**config.mk**
```make
export PLATFORM = sky130hd
export DESIGN_NAME = wave_warp_flat
export DESIGN_NICKNAME = d
export VERILOG_FILES = /design/src/rtl/wave_warp_pkg.sv /design/src/rtl/wave_warp_if.sv /design/src/rtl/wave_warp_offset.sv /design/src/rtl/wave_warp.sv /design/src/flat_wrapper.sv
export SDC_FILE = /design/constraint.sdc
export NUM_CORES = 1
export LEC_CHECK = 0
export CAP_MARGIN = 20
export CORE_ASPECT_RATIO = 1.1
export CORE_MARGIN = 3
export CORE_UTILIZATION = 62
export CTS_CLUSTER_SIZE = 20
export DETAILED_ROUTE_END_ITERATION = 8
export GPL_TIMING_DRIVEN = 0
export PLACE_DENSITY = 0.89
export SYNTH_ARGS = -nofsm -noshare
export SYNTH_HDL_FRONTEND = slang
export SYNTH_SLANG_ARGS = --single-unit
```
**constraint.sdc**
```tcl
create_clock -name clk_in -period 11.6 [get_ports clk_in]
set_input_delay 2.32 -clock clk_in [delete_from_list [all_inputs] [get_ports clk_in]]
set_output_delay 2.32 -clock clk_in [all_outputs]
set_load 0.05 [all_outputs]
```
**src/rtl/wave_warp_pkg.sv**
```systemverilog
// rtl/wave_warp_pkg.sv - shared types and constants for the wave_warp vertical-displacement warp
// Purpose: warp mode encoding, pipeline depth and the fixed shift amounts of the wave curve.
// Ports: none (package).
package wave_warp_pkg;

  typedef enum logic [1:0] {
    WARP_BYPASS,
    WARP_WAVE,
    WARP_SHEAR,
    WARP_ANIM
  } warp_mode_t;

  localparam int WARP_LATENCY = 3;
  localparam int MID_SHIFT    = 4;
  localparam int SIDE_SHIFT   = 3;

endpackage

```
**src/rtl/wave_warp_if.sv**
```systemverilog
// rtl/wave_warp_if.sv - pixel stream and control bundle for wave_warp
// Purpose: groups the pixel-in, mode/frame control and pixel-out signals.
// Ports: slave  = the warp block (consumes *_in, drives *_out);
//        master = the pixel source / sink side.
interface wave_warp_if #(
  parameter int PIX_W = 7,
  parameter int H_W   = 11,
  parameter int V_W   = 10
) ();

  logic [PIX_W-1:0] data_in;
  logic [H_W-1:0]   hcount_in;
  logic [V_W-1:0]   vcount_in;
  logic             data_valid_in;
  logic [1:0]       mode_in;
  logic             frame_start_in;
  logic             data_valid_out;
  logic [H_W-1:0]   hcount_out;
  logic [V_W-1:0]   vcount_out;
  logic [PIX_W-1:0] pixel_out;

  modport slave (
    input  data_in, hcount_in, vcount_in, data_valid_in, mode_in, frame_start_in,
    output data_valid_out, hcount_out, vcount_out, pixel_out
  );

  modport master (
    output data_in, hcount_in, vcount_in, data_valid_in, mode_in, frame_start_in,
    input  data_valid_out, hcount_out, vcount_out, pixel_out
  );

endinterface

```
**src/rtl/wave_warp_offset.sv**
```systemverilog
// rtl/wave_warp_offset.sv - stages 1-2 of the warp: column remap, offset terms, row sum
// Purpose: stage 1 remaps the column (animated mode) and forms mid/side/shear terms;
//          stage 2 selects the offset and adds it to the row.
// Ports: clk_in, rst_n_in (async, active-low); hcount_in, vcount_in, mode_in, phase_in
//        sampled together; sum_out = signed unwrapped row, two cycles later.
module wave_warp_offset
  import wave_warp_pkg::*;
#(
  parameter int WIDTH       = 240,
  parameter int H_W         = 11,
  parameter int V_W         = 10,
  parameter int SHEAR_SHIFT = 2
) (
  input  logic                  clk_in,
  input  logic                  rst_n_in,
  input  logic [H_W-1:0]        hcount_in,
  input  logic [V_W-1:0]        vcount_in,
  input  warp_mode_t            mode_in,
  input  logic [H_W-1:0]        phase_in,
  output logic signed [V_W+1:0] sum_out
);

  localparam int AW = H_W + 2;
  localparam int SW = V_W + 2;
  localparam logic signed [AW-1:0] CTR   = AW'(WIDTH / 2);
  localparam logic signed [AW-1:0] WID   = AW'(WIDTH);
  localparam logic [H_W:0]         WID_U = (H_W + 1)'(WIDTH);

  logic [H_W:0]         h_col;
  logic signed [AW-1:0] h_s, diff;
  logic signed [AW-1:0] mid_d, mid_q, side_d, side_q, shear_d, shear_q;
  warp_mode_t           mode_d, mode_q;
  logic [V_W-1:0]       vc_d, vc_q;
  logic signed [SW-1:0] off, sum_d, sum_q;

  // Stage 1. Animated mode is folded into plain wave here, and out-of-range
  // columns are folded into bypass, so stage 2 only sees three cases.
  always_comb begin
    h_col  = {1'b0, hcount_in};
    mode_d = mode_in;
    if (mode_in == WARP_ANIM) begin
      h_col = {1'b0, hcount_in} + {1'b0, phase_in};
      if (h_col >= WID_U) h_col = h_col - WID_U;
      mode_d = WARP_WAVE;
    end
    if ({1'b0, hcount_in} >= WID_U) mode_d = WARP_BYPASS;
    h_s     = $signed({1'b0, h_col});
    diff    = h_s - CTR;
    mid_d   = diff >>> MID_SHIFT;
    side_d  = (h_s > CTR) ? ((h_s - WID) >>> SIDE_SHIFT) : ((-h_s) >>> SIDE_SHIFT);
    shear_d = diff >>> SHEAR_SHIFT;
    vc_d    = vcount_in;
  end

  // Stage 2. |offset| < HEIGHT, so truncating to V_W+2 bits keeps the value.
  always_comb begin
    off = '0;
    case (mode_q)
      WARP_WAVE:  off = SW'(mid_q * side_q);
      WARP_SHEAR: off = SW'(shear_q);
      default:    off = '0;
    endcase
    sum_d = $signed({2'b00, vc_q}) + off;
  end

  always_ff @(posedge clk_in or negedge rst_n_in) begin
    if (!rst_n_in) begin
      mid_q   <= '0;
      side_q  <= '0;
      shear_q <= '0;
      mode_q  <= WARP_BYPASS;
      vc_q    <= '0;
      sum_q   <= '0;
    end else begin
      mid_q   <= mid_d;
      side_q  <= side_d;
      shear_q <= shear_d;
      mode_q  <= mode_d;
      vc_q    <= vc_d;
      sum_q   <= sum_d;
    end
  end

  assign sum_out = sum_q;

endmodule

```
**src/rtl/wave_warp.sv**
```systemverilog
// rtl/wave_warp.sv - 3-stage pipelined vertical-displacement warp of the pixel stream
// Purpose: holds the frame-synchronous mode and phase registers, the wrap stage and the
//          valid/hcount/pixel delay lines; offset maths lives in wave_warp_offset.
// Ports: clk_in; rst_n_in (async, active-low); bus (wave_warp_if.slave) carrying
//        data/hcount/vcount/valid in, mode_in, frame_start_in, and the delayed outputs.
// Build option: define WAVE_WARP_ANIM_EN to build the per-frame phase counter; without
//        it the phase is 0 and mode 3 behaves as mode 1.
module wave_warp
  import wave_warp_pkg::*;
#(
  parameter int HEIGHT      = 320,
  parameter int WIDTH       = 240,
  parameter int PIX_W       = 7,
  parameter int H_W         = 11,
  parameter int V_W         = 10,
  parameter int SHEAR_SHIFT = 2,
  parameter int PHASE_STEP  = 8
) (
  input  logic       clk_in,
  input  logic       rst_n_in,
  wave_warp_if.slave bus
);

  localparam int SW = V_W + 2;
  localparam int L  = WARP_LATENCY;
  localparam logic signed [SW-1:0] HGT = SW'(HEIGHT);

  warp_mode_t              mode_d, mode_q;
  logic [H_W-1:0]          phase;
  logic [L-1:0]            valid_d, valid_q;
  logic [L-1:0][H_W-1:0]   hc_d, hc_q;
  logic [L-1:0][PIX_W-1:0] pix_d, pix_q;
  logic signed [SW-1:0]    sum, wrapped;
  logic [V_W-1:0]          vout_d, vout_q;

`ifdef WAVE_WARP_ANIM_EN
  logic [H_W-1:0] phase_d, phase_q;
  logic [H_W:0]   phase_sum;

  always_comb begin
    phase_sum = {1'b0, phase_q} + (H_W + 1)'(PHASE_STEP);
    phase_d   = phase_q;
    if (bus.frame_start_in) begin
      phase_d = (phase_sum >= (H_W + 1)'(WIDTH)) ? H_W'(phase_sum - (H_W + 1)'(WIDTH))
                                                  : H_W'(phase_sum);
    end
  end

  always_ff @(posedge clk_in or negedge rst_n_in) begin
    if (!rst_n_in) phase_q <= '0;
    else           phase_q <= phase_d;
  end

  assign phase = phase_q;
`else
  assign phase = '0;
`endif

  // Mode and phase update on the edge that ends the frame-start cycle, so a
  // pixel on that same cycle is computed with the previous values.
  wave_warp_offset #(
    .WIDTH      (WIDTH),
    .H_W        (H_W),
    .V_W        (V_W),
    .SHEAR_SHIFT(SHEAR_SHIFT)
  ) u_offset (
    .clk_in   (clk_in),
    .rst_n_in (rst_n_in),
    .hcount_in(bus.hcount_in),
    .vcount_in(bus.vcount_in),
    .mode_in  (mode_q),
    .phase_in (phase),
    .sum_out  (sum)
  );

  always_comb begin
    mode_d  = bus.frame_start_in ? warp_mode_t'(bus.mode_in) : mode_q;
    valid_d = {valid_q[L-2:0], bus.data_valid_in};
    hc_d    = {hc_q[L-2:0], bus.hcount_in};
    pix_d   = {pix_q[L-2:0], bus.data_in};
    wrapped = sum;
    if (sum >= HGT)      wrapped = sum - HGT;
    else if (sum[SW-1])  wrapped = sum + HGT;
    // valid_q[L-2] is the valid bit travelling alongside the stage-2 sum.
    vout_d  = valid_q[L-2] ? V_W'(wrapped) : '0;
  end

  always_ff @(posedge clk_in or negedge rst_n_in) begin
    if (!rst_n_in) begin
      mode_q  <= WARP_BYPASS;
      valid_q <= '0;
      hc_q    <= '0;
      pix_q   <= '0;
      vout_q  <= '0;
    end else begin
      mode_q  <= mode_d;
      valid_q <= valid_d;
      hc_q    <= hc_d;
      pix_q   <= pix_d;
      vout_q  <= vout_d;
    end
  end

  assign bus.data_valid_out = valid_q[L-1];
  assign bus.hcount_out     = hc_q[L-1];
  assign bus.pixel_out      = pix_q[L-1];
  assign bus.vcount_out     = vout_q;

endmodule

```
**src/flat_wrapper.sv**
```systemverilog
// flat-port wrapper written by rule: the top's interface ports become plain ports
module wave_warp_flat import wave_warp_pkg::*;
#(
  parameter int HEIGHT      = 320,
  parameter int WIDTH       = 240,
  parameter int PIX_W       = 7,
  parameter int H_W         = 11,
  parameter int V_W         = 10,
  parameter int SHEAR_SHIFT = 2,
  parameter int PHASE_STEP  = 8
)
  (clk_in, rst_n_in, bus_data_in, bus_hcount_in, bus_vcount_in, bus_data_valid_in, bus_mode_in, bus_frame_start_in, bus_data_valid_out, bus_hcount_out, bus_vcount_out, bus_pixel_out);
  wave_warp_if #(.PIX_W(PIX_W), .H_W(H_W), .V_W(V_W)) bus_i ();
  input  logic clk_in;
  input  logic rst_n_in;
  input wire logic [$bits(bus_i.data_in)-1:0] bus_data_in;
  input wire logic [$bits(bus_i.hcount_in)-1:0] bus_hcount_in;
  input wire logic [$bits(bus_i.vcount_in)-1:0] bus_vcount_in;
  input wire logic [$bits(bus_i.data_valid_in)-1:0] bus_data_valid_in;
  input wire logic [$bits(bus_i.mode_in)-1:0] bus_mode_in;
  input wire logic [$bits(bus_i.frame_start_in)-1:0] bus_frame_start_in;
  output wire logic [$bits(bus_i.data_valid_out)-1:0] bus_data_valid_out;
  output wire logic [$bits(bus_i.hcount_out)-1:0] bus_hcount_out;
  output wire logic [$bits(bus_i.vcount_out)-1:0] bus_vcount_out;
  output wire logic [$bits(bus_i.pixel_out)-1:0] bus_pixel_out;
  assign bus_i.data_in = bus_data_in;
  assign bus_i.hcount_in = bus_hcount_in;
  assign bus_i.vcount_in = bus_vcount_in;
  assign bus_i.data_valid_in = bus_data_valid_in;
  assign bus_i.mode_in = bus_mode_in;
  assign bus_i.frame_start_in = bus_frame_start_in;
  assign bus_data_valid_out = bus_i.data_valid_out;
  assign bus_hcount_out = bus_i.hcount_out;
  assign bus_vcount_out = bus_i.vcount_out;
  assign bus_pixel_out = bus_i.pixel_out;
  wave_warp #(.HEIGHT(HEIGHT), .WIDTH(WIDTH), .PIX_W(PIX_W), .H_W(H_W), .V_W(V_W), .SHEAR_SHIFT(SHEAR_SHIFT), .PHASE_STEP(PHASE_STEP)) u_core (.clk_in(clk_in), .rst_n_in(rst_n_in), .bus(bus_i));
endmodule
```
# Word-level counts from Yosys, hierarchy flattened
# Index checks and enable logic that the tools add are counted.
dict set report op_classes {
  order_cmp 3
  n_mux 9
  multipliers 1
  add_sub_neg 7
  eq_ne 3
}
# cell n
set ops {}
lappend ops {{10-bit two-way mux} 3}
lappend ops {{12-bit two-way mux} 2}
lappend ops {{12-bit case mux with 2 select lines} 1}
lappend ops {{9-bit by 13-bit multiplier with 12-bit output} 1}
lappend ops {{13-bit two-way mux} 1}
lappend ops {{12-bit negation with 13-bit output} 1}
lappend ops {{12-bit by 7-bit subtractor with 13-bit output (second input constant)} 1}
lappend ops {{12-bit by 8-bit subtractor with 13-bit output (second input constant)} 1}
lappend ops {{11-bit by 12-bit adder with 12-bit output} 1}
lappend ops {{12-bit by 10-bit >= comparator with 1-bit output (second input constant)} 1}
lappend ops {{12-bit by 7-bit greater-than comparator with 1-bit output (second input constant)} 1}
lappend ops {{11-bit by 8-bit subtractor with 12-bit output (second input constant)} 1}
lappend ops {{11-bit by 8-bit >= comparator with 1-bit output (second input constant)} 1}
lappend ops {{10-bit adder (second input constant)} 1}
lappend ops {{10-bit subtractor (second input constant)} 1}
lappend ops {{2-bit == test (second input constant)} 2}
lappend ops {{2-bit two-way mux} 2}
lappend ops {{2-bit by 1-bit == test with 1-bit output (second input constant)} 1}
dict set report totals {
  out_inout_bits 29
  inputBits 34
  ff_bits 126
}

# Longest topological paths before layout
# Gate-level depths: netlist (run 1).
dict set report depth {
  ltp_word 5
  depth_mapped 22
  mapped_depth_nobuf 21
}

# By module
# From an unflattened synthesis (run 1), not the netlist that was laid out.
dict set report hier_totals {
  hier_cells 652
  area_unflattened_um2 7143.1
}
# module n_inst cells_per_inst area_per_inst_um2 seq_area_each_um2
set modules_own_cells {}
lappend modules_own_cells {wave_warp_offset 1 543 5129.9 1126.1}
lappend modules_own_cells {wave_warp 1 109 2013.2 1726.7}

# Least setup slack after synthesis (run 1)
# OpenSTA, ideal clock, no wires.
dict set report synth_path {
  kind {register -> register}
  start {register u_core.u_offset.shear_q[4]}
  end {register u_core.u_offset.sum_q[11] (netlist: u_core.u_offset.sum_out[11])}
  period_less_slack_ns 5.279
  t_arrival_ns 5.155
  stages_incl_launch_ff 22
  path_slack_ns 6.321
  setup_ns 0.125
  cell_sequence {dfrtp_1 -> clkbuf_1 -> nand2_1 -> fa_1 -> inv_1 -> fa_1 -> inv_1 -> fa_1 -> inv_1 -> fa_1 -> ha_1 -> ha_1 -> a21oi_1 -> xnor2_1 -> a22oi_1 -> nor2_1 -> ha_1 -> nand4_1 -> a21boi_0 -> a211oi_1 -> a211oi_1 -> mux2_2}
}
dict set report synth_between {
  elab_chain_cells 2
}
# item line_no
set synth_rtl {}
lappend synth_rtl {{start: declaration} wave_warp_offset.sv:31} ;# logic signed [AW-1:0] mid_d, mid_q, side_d, side_q, shear_d, shear_q;
lappend synth_rtl {{start signal: assignment} wave_warp_offset.sv:77} ;# shear_q <= shear_d;
lappend synth_rtl {{12-bit case mux with 2 select lines} wave_warp_offset.sv:58} ;# case (mode_q)
lappend synth_rtl {{11-bit by 12-bit adder with 12-bit output} wave_warp_offset.sv:63} ;# sum_d = $signed({2'b00, vc_q}) + off;
lappend synth_rtl {{via u_core.u_offset.sum_d[11]} wave_warp_offset.sv:34} ;# logic signed [SW-1:0] off, sum_d, sum_q;
lappend synth_rtl {{end signal: assignment} wave_warp_offset.sv:80} ;# sum_q <= sum_d;
lappend synth_rtl {{end: declaration} wave_warp_offset.sv:34}
# The timed path passes the listed nets, and every way through them passes these cells.
# A chain may end at the register's enable or synchronous reset.

# Worst setup path after layout (run 1)
dict set report layout_path {
  start {register u_core.u_offset.shear_q[3]}
  end {register u_core.u_offset.sum_q[11] (netlist: u_core.u_offset.sum_out[11])}
}
# Same word-level chain as after synthesis.

==> reports/qor.yml, run 1 <==
worst_setup_hold_path_clk_slew_ps: 60
rows: 37
report.final.setup_viol: 0
post_synth_most_frequent_cells: "sky130_fd_sc_hd__dfrtp_1, sky130_fd_sc_hd__nand2_1, sky130_fd_sc_hd__inv_1"
worst_ir_drop_vdd_mv: 0.1368
hpwl_um: 9256
worst_slew_pin_slew_ps: 533.4
postCtsResizedCells: 0
worst_hold_path_type: "register to register"
worst-path-max-fanout: 10
place.gp.congestion: 0.9018
total_power_mw: 1.799
cts.repair_timing.setup_buffer_count: 0
final_net_count: 731
critical_path_class: "register to register"
finalClockSkew_ps: 9.273
initial_utilization_pct: 64.86
grt_antenna_before_repair: 0
arrival_ps: 6240
n_fill_cell: 519
synthDistinctLibCells: 58
postSynthCellCount: 529
fmax_ghz: 0.1709
cp.required_ps: 11990
max_h_tree_level: 4
timing_max_transition_violations_final: 0
area_growth_syn_to_fin_pct: 21.80
post-route-drc-count: 0
max_slew_margin_pct: 64.33
yosys_register_bits: 113
synth-warning-count: 0
synthDominantCellAreaShare_pct: 45.49
setup.worst_path.end_class: "register"
critical_path_cell_by_cell: "clkbuf_1, nand2_1, fa_1, inv_1, fa_1, inv_1, fa_1, inv_1, fa_1, ha_1, ha_1, a21oi_1, xnor2_1, a22oi_1, nor2_1, ha_1, nand4_1, a21boi_0, a211oi_1, a211oi_1, mux2_2"
postRouteWirelength_um: 13370
final.setup.worst_slack_ps: 5750
fp.dieArea_mm2: 0.01126
synth-async-reset-ratio_pct: 100.0
routed-via-count: 4217
cts.hold.buffers_added: 0
routed_wire_length_per_instance_um: 18.05
fin_crit_ps: 5850
timing.final.hold_violations: 0
stdcell_area_mm2: 0.007571
bufs_on_longest_clock_path: 2
worstSetupStartpointType: "register"
post_detailed_placement_cell_area_mm2: 0.007008
yosys.area.top_type: "sky130_fd_sc_hd__dfrtp_1"
synthFlopType: "sky130_fd_sc_hd__dfrtp_1"
detail-route-antenna-nets: 0
grt_use_total_pct: 25.84
rsz0062_at_grt: "false"
synth.avg_cell_area_um2: 11.75
yosys-top-cells-area: "sky130_fd_sc_hd__dfrtp_1, sky130_fd_sc_hd__fa_1, sky130_fd_sc_hd__ha_1"
mappedNetlistArea_mm2: 0.006216
clk_latency_ps: 500
cp_slowest_stage_delay_ps: 530
detail_route.iter0.violations: 202
port-buffer-count: 62
mappedNetlistNets: 649
p_per_area_mw_per_mm2: 237.6
layout.core_utilization_pct: 79.01
dp_slack_ps: 5533
numCtsBuffers: 17
cap_violations: 0
summed_negative_setup_slack_over_all_endpoints_ps: 0
status: "finished, final reports clean"
synth_most_common_cell: "sky130_fd_sc_hd__dfrtp_1"
grt_first_pass_wirelength_um: 22490
critical_path.most_common_cell: "sky130_fd_sc_hd__fa_1"
pin_count_of_the_biggest_net_entering_global_routing: 77
ios: 63
power.leakage_nw: 3.502
number_of_enable_type_register_cells_in_the_synthesized_netlist: 0
post_route_cells_drive_above_1_share_pct: 8.974
cp_slowest_cell: "sky130_fd_sc_hd__fa_1"
period_share_pct: 50.43
clkSinkCount: 113
synth_sequential_area_ratio_pct: 45.49
dieHeight_um: 111.0
globalRoute.totalOverflow: 0
antennaDiodeCount: 0
core_area_mm2: 0.009583
cts_tree: "built"
routed_vias_inst: 5.691
cts_root_buffer: "sky130_fd_sc_hd__clkbuf_8"
drt-pass1-iter-count: 5
grt_pass1_vias: 4694
die-width_um: 101.5
## metal layers
metal / GRT usage, % / part of all wire [%] / up-vias
met3: 6.042 / 3.9 / 34
li1: - / - / 1911
met2: 47.16 / 57 / 122
met4: 10.55 / 2.5 / 0
met1: 28.06 / 37 / 2150
met5: 0 / 0 / -
## worst max-delay path: cells and delay by family, from the launching register on
family	cells	cell delay, ps
flops	1	400
buf+inv	4	550
simple gates	3	340
mux	1	360
xor+xnor	1	90
fa+ha+maj	7	3060
compound gates	5	920
## logic make-up (layout without fill, tap and decap cells)
family,count (synthesis),after routing,synth area share (%)
fa+ha+maj,86,86,22.26
flops,113,113,45.49
compound gates,69,69,7.911
xor+xnor,43,43,6.280
simple gates,153,153,13.02
mux,8,8,1.449
buf+inv,57,152,3.583
## worst paths after layout
path / start / end / slack (ps) / depth (start not counted)
setup / recovery: u_core.u_offset.shear_q[3] / u_core.u_offset.sum_out[11] / 5750 / 21
hold / removal: u_core.pix_d[17] / u_core.bus.pixel_out[3] / 350 / 0
setup reg to reg: u_core.u_offset.shear_q[3] / u_core.u_offset.sum_out[11] / 5750 / 21
hold reg to reg: u_core.pix_d[17] / u_core.bus.pixel_out[3] / 350 / 0
max in group asynchronous: rst_n_in / u_core.u_offset.shear_q[9] / 9100 / 2
min in group asynchronous: rst_n_in / u_core.bus.pixel_out[6] / 1780 / 1
## registers in the layout (all words and copies together), names as in the netlist
signal                   cells
u_core.bus.hcount_out       11
u_core.valid_q               3
u_core.bus.vcount_out       10
u_core.hc_d                 22
u_core.mode_q                2
u_core.u_offset.side_q      10
u_core.u_offset.mid_q        1
u_core.u_offset.mode_q       2
u_core.pix_d                14
u_core.bus.pixel_out         7
u_core.u_offset.vc_q        10
u_core.u_offset.shear_q      9
u_core.u_offset.sum_out     12
## stage by stage
step,hold slack [ps],cells
4_1_cts,348.3,741
2_1_floorplan,331.2,529
6_report,346.6,741
3_3_place_gp,331.4,708
5_1_grt,352.8,741
3_5_place_dp,334.7,709
## area by class of cell
type / instances / area, µm² / share of cell area (%)
repair buffers: 63 / 645.6 / 8.528
clock buffers: 17 / 414.1 / 5.470
inverters: 49 / 183.9 / 2.429
flip-flops and latches: 113 / 2828 / 37.35
clock inverters: 15 / 148.9 / 1.967
plain buffers: 8 / 38.79 / 0.5123
multi-input cells: 359 / 3166 / 41.81
well taps: 117 / 146.4 / 1.934
## power breakdown
part,switching (mW),internal (mW)
combinational,0.467,0.383
clock,0.202,0.290
sequential,0.0318,0.424
total,0.701,1.10
## cells in the final DEF, fill, tap and decap left out, types with 3 or more instances in the layout
cell                              instances
sky130_fd_sc_hd__xor2_1                  13
sky130_fd_sc_hd__xnor2_1                 29
sky130_fd_sc_hd__clkinv_4                 4
sky130_fd_sc_hd__a21oi_1                 12
sky130_fd_sc_hd__o21bai_1                 3
sky130_fd_sc_hd__clkdlybuf4s50_1         61
sky130_fd_sc_hd__clkbuf_16               16
sky130_fd_sc_hd__nand2b_1                 5
sky130_fd_sc_hd__a211oi_1                 3
sky130_fd_sc_hd__nor2_1                  20
sky130_fd_sc_hd__a21boi_0                 4
sky130_fd_sc_hd__inv_1                   49
sky130_fd_sc_hd__mux2_2                   5
sky130_fd_sc_hd__nand2_1                 52
sky130_fd_sc_hd__fa_1                    41
sky130_fd_sc_hd__dfrtp_1                113
sky130_fd_sc_hd__o21a_1                   4
sky130_fd_sc_hd__ha_1                    45
sky130_fd_sc_hd__or3_1                    3
sky130_fd_sc_hd__a22oi_1                  9
sky130_fd_sc_hd__and3_1                   4
sky130_fd_sc_hd__inv_6                    5
sky130_fd_sc_hd__nand3_1                  4
sky130_fd_sc_hd__and2_1                  40
sky130_fd_sc_hd__o21ai_0                 13
sky130_fd_sc_hd__a21o_1                   6
sky130_fd_sc_hd__nor2b_1                  4
sky130_fd_sc_hd__nor3_1                   5
sky130_fd_sc_hd__o211ai_1                 3
sky130_fd_sc_hd__clkbuf_1                 5
No activity file was read; power rests on OpenSTA's default activity.
==> run 2, diff against run 1 <==
- CORE_UTILIZATION: 62 -> 52
- PLACE_DENSITY: 0.89 -> 0.8
- clock period: 11.6 -> 5.35 ns (I/O delays scaled with it)
==> reports/qor.yml, run 2 (synthesis gave the netlist of run 1 again) <==
timing_max_transition_violations_final: 0  # unchanged
arrival_ps: 5720  # -520 ps
fp.dieArea_mm2: 0.01330  # +18%
worst_ir_drop_vdd_mv: 0.3724  # +170%
place.gp.congestion: 0.8703  # -3.5%
cpLargestDelayFamily: "adder cells"
cts_root_buffer: "sky130_fd_sc_hd__clkbuf_16"
p_per_area_mw_per_mm2: 551.1  # +130%
dp_slack_ps: -409.7  # -5943 ps
regToRegSetupSlack_ps: -80  # -5830 ps
fmax_ghz: 0.1843  # +7.8%
max_slew_margin_pct: 61.91  # -2.4 points
cp_slowest_cell: "sky130_fd_sc_hd__fa_1"
dieHeight_um: 120.7  # +8.7%
worst_slew_pin_slew_ps: 567.0  # +33.59 ps
clkSinkCount: 113  # unchanged
grt_first_pass_wirelength_um: 22730  # +1.0%
critical_path_buf_inv_count: 2  # -2
cap_violations: 0  # unchanged
rsz0062_at_grt: "true"
power.leakage_nw: 3.641  # +4.0%
place_inst: 742  # +4.7%
worst_hold_path_type: "register to register"
timing.final.hold_violations: 0  # unchanged
max_h_tree_level: 4  # unchanged
postRouteWirelength_um: 14060  # +5.1%
cp.required_ps: 5640  # -6350 ps
routed-via-count: 4270  # +1.3%
cts_tree: "built"
clk_latency_ps: 410  # -90 ps
final_net_count: 751  # +2.7%
worst-path-max-fanout: 7  # -3
cts.hold.buffers_added: 0  # unchanged
layout.cells.non_filler: 794  # +7.2%
setup.worst_path.end_class: "register"
port-buffer-count: 62  # unchanged
bufs_on_longest_clock_path: 2  # unchanged
hpwl_um: 9141  # -1.2%
finalClockSkew_ps: 8.640  # -0.6333 ps
critical_path.most_common_cell: "sky130_fd_sc_hd__fa_1"
post-route-drc-count: 0  # unchanged
critical_path_class: "register to register"
grt_antenna_before_repair: 0  # unchanged
report.final.setup_viol: 1  # +1
routed_wire_length_per_instance_um: 17.70  # -1.9%
core_area_mm2: 0.01159  # +21%
max_reg_flops: 22  # unchanged
failing_checks: "setup timing"
antennaDiodeCount: 0  # unchanged
numCtsBuffers: 17  # unchanged
area_growth_syn_to_fin_pct: 27.88
fin_crit_ps: 5426  # -424.5 ps
worstSetupStartpointType: "register"
grt_use_total_pct: 22.62  # -3.2 points
die-width_um: 110.2  # +8.6%
worst_setup_hold_path_clk_slew_ps: 50  # about the same
period_share_pct: 101.4  # +51 points
drt-pass1-iter-count: 4  # -1
grt_pass1_vias: 4725  # +0.66%
layout.core_utilization_pct: 68.56  # -10 points
pin_count_of_the_biggest_net_entering_global_routing: 76  # -1.3%
critical_path_cell_by_cell: "and2_4, fa_1, inv_2, fa_1, inv_2, fa_1, fa_1, fa_1, ha_4, o21ai_2, o21a_1, a22oi_1, nor2_1, ha_1, and4_1, a211oi_2, a211oi_2, mux2_4"
final.setup.worst_slack_ps: -75.59  # -5826 ps
detail-route-antenna-nets: 0  # unchanged
detail_route.iter0.violations: 291  # +44%
post_route_cells_drive_above_1_share_pct: 16.15  # +7.2 points
globalRoute.totalOverflow: 0  # unchanged
status: "finished with violations"
rows: 41  # +11%
layout.cells.most_common: "sky130_fd_sc_hd__dfrtp_1"
cp_slowest_stage_delay_ps: 590  # +60 ps
routed_vias_inst: 5.378  # -5.5%
ios: 63  # unchanged
initial_utilization_pct: 53.62  # -11 points
final_cell_mix: "sky130_fd_sc_hd__dfrtp_1, sky130_fd_sc_hd__clkdlybuf4s50_1, sky130_fd_sc_hd__nand2_1, sky130_fd_sc_hd__inv_1, sky130_fd_sc_hd__ha_1"
run 2: changes by cell type in the layout (fill, tap and decap cells not counted), moves of 3 or more:
cell / change
sky130_fd_sc_hd__buf_4: +23
sky130_fd_sc_hd__dfrtp_1: -13
sky130_fd_sc_hd__dfrtp_2: +13
sky130_fd_sc_hd__inv_6: -5
sky130_fd_sc_hd__clkbuf_8: +4
sky130_fd_sc_hd__a211oi_1: -3
sky130_fd_sc_hd__a211oi_2: +3
sky130_fd_sc_hd__bufinv_16: +3
sky130_fd_sc_hd__clkinv_4: -3
sky130_fd_sc_hd__ha_1: -3
sky130_fd_sc_hd__ha_4: +3
run 2: layout make-up:
cell class / instances / area, µm²
inverters: 49 / 183.9
clock inverters: 9 / 151.4
repair buffers: 86 / 818.3
fillers: 786 / 3645
flip-flops and latches: 113 / 2844
plain buffers: 5 / 27.53
well taps: 150 / 187.7
multi-input cells: 359 / 3238
clock buffers: 23 / 498.0
run 2: path summary, 6_finish.rpt:
path                       cells past startpoint                          end                 startpoint
hold / removal                                 0      u_core.bus.pixel_out[6]           u_core.pix_d[20]
setup / recovery                              18  u_core.u_offset.sum_out[11]  u_core.u_offset.side_q[5]
min in group asynchronous                      1             u_core.pix_d[16]                   rst_n_in
setup reg to reg                              18  u_core.u_offset.sum_out[11]  u_core.u_offset.side_q[5]
max in group asynchronous                      2     u_core.u_offset.mid_q[8]                   rst_n_in
hold reg to reg                                0      u_core.bus.pixel_out[6]           u_core.pix_d[20]
run 2: per-stage QoR:
stage	hold slack (ps)	power, mW	setup TNS (ps)	area [µm²]
after detailed placement	334.7	2.840	-409.7	7049
final	342.6	4.380	-75.59	7949
after floorplan	331.2	2.391	0	6216
after global routing	351.9	4.679	-236.2	7949
after CTS	345.2	4.260	0	7830
after global placement	332.3	2.729	-71880	7024
run 2: power by group:
| group | internal (mW) | leakage, nW | switching [mW] | total, mW |
|---|---|---|---|---|
| clock | 0.839 | 0.319 | 0.379 | 1.22 |
| combinational | 1.02 | 1.99 | 1.16 | 2.18 |
| sequential | 0.924 | 1.33 | 0.0638 | 0.987 |
run 2: worst reg2reg max path, stage by stage, from the launching register on:
cell and delay (ps):
sky130_fd_sc_hd__dfrtp_2 450, sky130_fd_sc_hd__and2_4 160, sky130_fd_sc_hd__fa_1 550, sky130_fd_sc_hd__inv_2 50
sky130_fd_sc_hd__fa_1 520, sky130_fd_sc_hd__inv_2 50, sky130_fd_sc_hd__fa_1 530, sky130_fd_sc_hd__fa_1 590
sky130_fd_sc_hd__fa_1 460, sky130_fd_sc_hd__ha_4 310, sky130_fd_sc_hd__o21ai_2 60, sky130_fd_sc_hd__o21a_1 170
sky130_fd_sc_hd__a22oi_1 150, sky130_fd_sc_hd__nor2_1 80, sky130_fd_sc_hd__ha_1 320, sky130_fd_sc_hd__and4_1 190
sky130_fd_sc_hd__a211oi_2 280, sky130_fd_sc_hd__a211oi_2 90, sky130_fd_sc_hd__mux2_4 310
run 2: what timing repair did:
item                       in CTS  in global routing
gates resized for setup        16                 15
buffers inserted               13                 10
pin swaps                      11                 15
setup endpoints to repair       2                  1
gates cloned                    0                  0
run 2: metal layers:
metal | global-route usage (%) | part of all wire [%] | vias to the layer above
met5 | 0 | 0 | -
li1 | - | - | 1940
met4 | 10.08 | 2.4 | 0
met1 | 24.12 | 37 | 2168
met3 | 5.499 | 4.9 | 29
met2 | 41.43 | 56 | 133
==> run 3, diff against run 2 <==
- CORE_UTILIZATION: 52 -> 57
- CTS_CLUSTER_DIAMETER: default -> 60
- PLACE_DENSITY: 0.8 -> 0.83
- TNS_END_PERCENT: default -> 30
- clock period: 5.35 -> 6.05 ns (I/O delays scaled with it)
==> reports/qor.yml, run 3 (synthesis gave the netlist of run 1 again) <==
cp_slowest_stage_delay_ps: 580  # about the same
final_net_count: 728  # -3.1%
max_slew_margin_pct: 62.34  # +0.43 points
rows: 39  # -4.9%
cts_root_buffer: "sky130_fd_sc_hd__clkbuf_16"
hpwl_um: 9336  # +2.1%
routed_wire_length_per_instance_um: 17.41  # -1.7%
max_h_tree_level: 4  # unchanged
postRouteWirelength_um: 13280  # -5.5%
dp_slack_ps: 299.8  # +709.5 ps
ios: 63  # unchanged
cts.hold.buffers_added: 0  # unchanged
grt_use_total_pct: 24.20  # +1.6 points
fmax_ghz: 0.1767  # -4.1%
final.setup.worst_slack_ps: 392.0  # +467.6 ps
routed_vias_inst: 5.408  # +0.55%
worstSetupStartpointType: "register"
worst_setup_hold_path_clk_slew_ps: 60  # about the same
place.gp.congestion: 0.8762  # +0.68%
switching_power_mw: 1.306  # -18%
post_route_cells_drive_above_1_share_pct: 8.548  # -7.6 points
bufs_on_longest_clock_path: 2  # unchanged
drt-pass1-iter-count: 4  # unchanged
clkSinkCount: 113  # unchanged
summed_negative_setup_slack_over_all_endpoints_ps: 0  # +75.59 ps
grt_met2_use_pct: 47.19  # +5.8 points
grt_antenna_before_repair: 0  # unchanged
grt_first_pass_wirelength_um: 22840  # +0.49%
worst_ir_drop_vdd_mv: 0.2507  # -33%
post_detailed_placement_cell_area_mm2: 0.007041  # -0.12%
timing.final.hold_violations: 0  # unchanged
stdcell_area_mm2: 0.007574  # -4.7%
dieHeight_um: 115.5  # -4.3%
rsz0062_at_grt: "false"
routed-via-count: 4126  # -3.4%
port-buffer-count: 62  # unchanged
grt.met1_usage_pct: 26.34  # +2.2 points
fin_crit_ps: 5658  # +232.4 ps
timing_max_transition_violations_final: 0  # unchanged
cts_tree: "built"
power.leakage_nw: 3.481  # -4.4%
area_growth_syn_to_fin_pct: 21.84
initial_utilization_pct: 59.25  # +5.6 points
pwr-share-comb_pct: 47.6  # -2.1 points
core_area_mm2: 0.01049  # -9.5%
worst-path-max-fanout: 8  # +1
numCtsBuffers: 17  # unchanged
fin_worst_hold_slack_ps: 345.2  # +2.591 ps
detail_route.iter0.violations: 230  # -21%
postCtsResizedCells: 0  # -16
critical_path_cell_by_cell: "and2_1, fa_1, inv_1, fa_1, inv_1, fa_1, fa_1, fa_1, ha_1, o21ai_0, o21a_1, a22oi_1, nor2_1, ha_1, and4_1, a211oi_1, a211oi_1, mux2_2"
p_per_area_mw_per_mm2: 451.8  # -18%
status: "finished, final reports clean"
busiest_layer: "met2"
max_reg_flops: 22  # unchanged
globalRoute.totalOverflow: 0  # unchanged
arrival_ps: 5940  # +220 ps
antennaDiodeCount: 0  # unchanged
report.final.setup_viol: 0  # -1
p_sw_share_pct: 38.17  # +1.6 points
final_cell_mix: "sky130_fd_sc_hd__dfrtp_1, sky130_fd_sc_hd__clkdlybuf4s50_1, sky130_fd_sc_hd__nand2_1, sky130_fd_sc_hd__inv_1, sky130_fd_sc_hd__ha_1"
fp.dieArea_mm2: 0.01220  # -8.3%
cp_slowest_cell: "sky130_fd_sc_hd__fa_1"
internal_mw: 2.115  # -24%
finalClockSkew_ps: 8.834  # +0.1942 ps
critical_path.most_common_cell: "sky130_fd_sc_hd__fa_1"
period_share_pct: 93.52  # -7.9 points
worst_slew_pin_slew_ps: 564.9  # -2.059 ps
use_met3_pct: 4.568  # -0.93 points
setup.worst_path.end_class: "register"
detail-route-antenna-nets: 0  # unchanged
die-width_um: 105.6  # -4.2%
grt_pass1_vias: 4668  # -1.2%
post-route-drc-count: 0  # unchanged
layout.cells.most_common: "sky130_fd_sc_hd__dfrtp_1"
pin_count_of_the_biggest_net_entering_global_routing: 69  # -9.2%
clk_latency_ps: 410  # about the same
critical_path_class: "register to register"
cap_violations: 0  # unchanged
cp.required_ps: 6330  # +690 ps
clock_power_share_pct: 26.6  # -1.2 points
layout.core_utilization_pct: 72.19  # +3.6 points
power.sequential.fraction_pct: 25.8  # +3.3 points
worst_hold_path_type: "register to register"
==> run 3: timing repair <==
item	in CTS	in global routing
setup buffers	0	0
setup endpoints to repair	0	1
endpoints found under the hold margin	0	0
==> run 3: critical path: cells and delay by family (launching register included) <==
kind	cells	cell delay [ps]
compound gates	5	800
fa+ha+maj	7	3230
simple gates	3	520
flops	1	490
mux	1	370
buf+inv	2	110
==> run 3: cell type report <==
cell class | count | area, µm²
Timing Repair Buffer | 63 | 645.6
Inverter | 49 | 183.9
Buffer | 5 | 27.53
Fill cell | 687 | 2918
Multi-Input combinational cell | 359 | 3166
Clock inverter | 12 | 111.4
Tap cell | 143 | 178.9
Sequential cell | 113 | 2828
Clock buffer | 19 | 432.9
==> run 3: through the flow <==
stage	total power, mW	cells
2_1_floorplan	2.115	529
3_3_place_gp	2.410	734
3_5_place_dp	2.495	735
4_1_cts	3.454	766
5_1_grt	3.728	763
6_report	3.421	763
==> run 3: power groups by stage <==
| stage | Clock [mW] | Combinational, mW | Sequential [mW] |
|---|---|---|---|
| 4_1_cts | 0.926 | 1.65 | 0.874 |
| 5_1_grt | 0.960 | 1.88 | 0.892 |
| 6_report | 0.911 | 1.63 | 0.883 |
| 3_3_place_gp | 0 | 1.53 | 0.882 |
| 2_1_floorplan | 0 | 1.21 | 0.907 |
| 3_5_place_dp | 0 | 1.61 | 0.885 |
==> run 3: worst paths after layout <==
| check | start | endpoint | slack (ps) | cells past startpoint |
|---|---|---|---|---|
| worst min-delay path | u_core.hc_d[23] | u_core.bus.hcount_out[1] | 350 | 0 |
| worst max-delay path | u_core.u_offset.shear_q[7] | u_core.u_offset.sum_out[11] | 390 | 18 |
| max in group asynchronous | rst_n_in | u_core.u_offset.shear_q[3] | 4550 | 2 |
| worst min register to register | u_core.hc_d[23] | u_core.bus.hcount_out[1] | 350 | 0 |
| worst max register to register | u_core.u_offset.shear_q[7] | u_core.u_offset.sum_out[11] | 390 | 18 |
| min in group asynchronous | rst_n_in | u_core.valid_q[1] | 810 | 1 |
==> run 3: layer usage <==
layer  share of wire (%)  wire length (µm)
met2                  57              7598
met1                  37              4974
met4                 1.7               221
met3                 3.7               487
met5                   0                 0
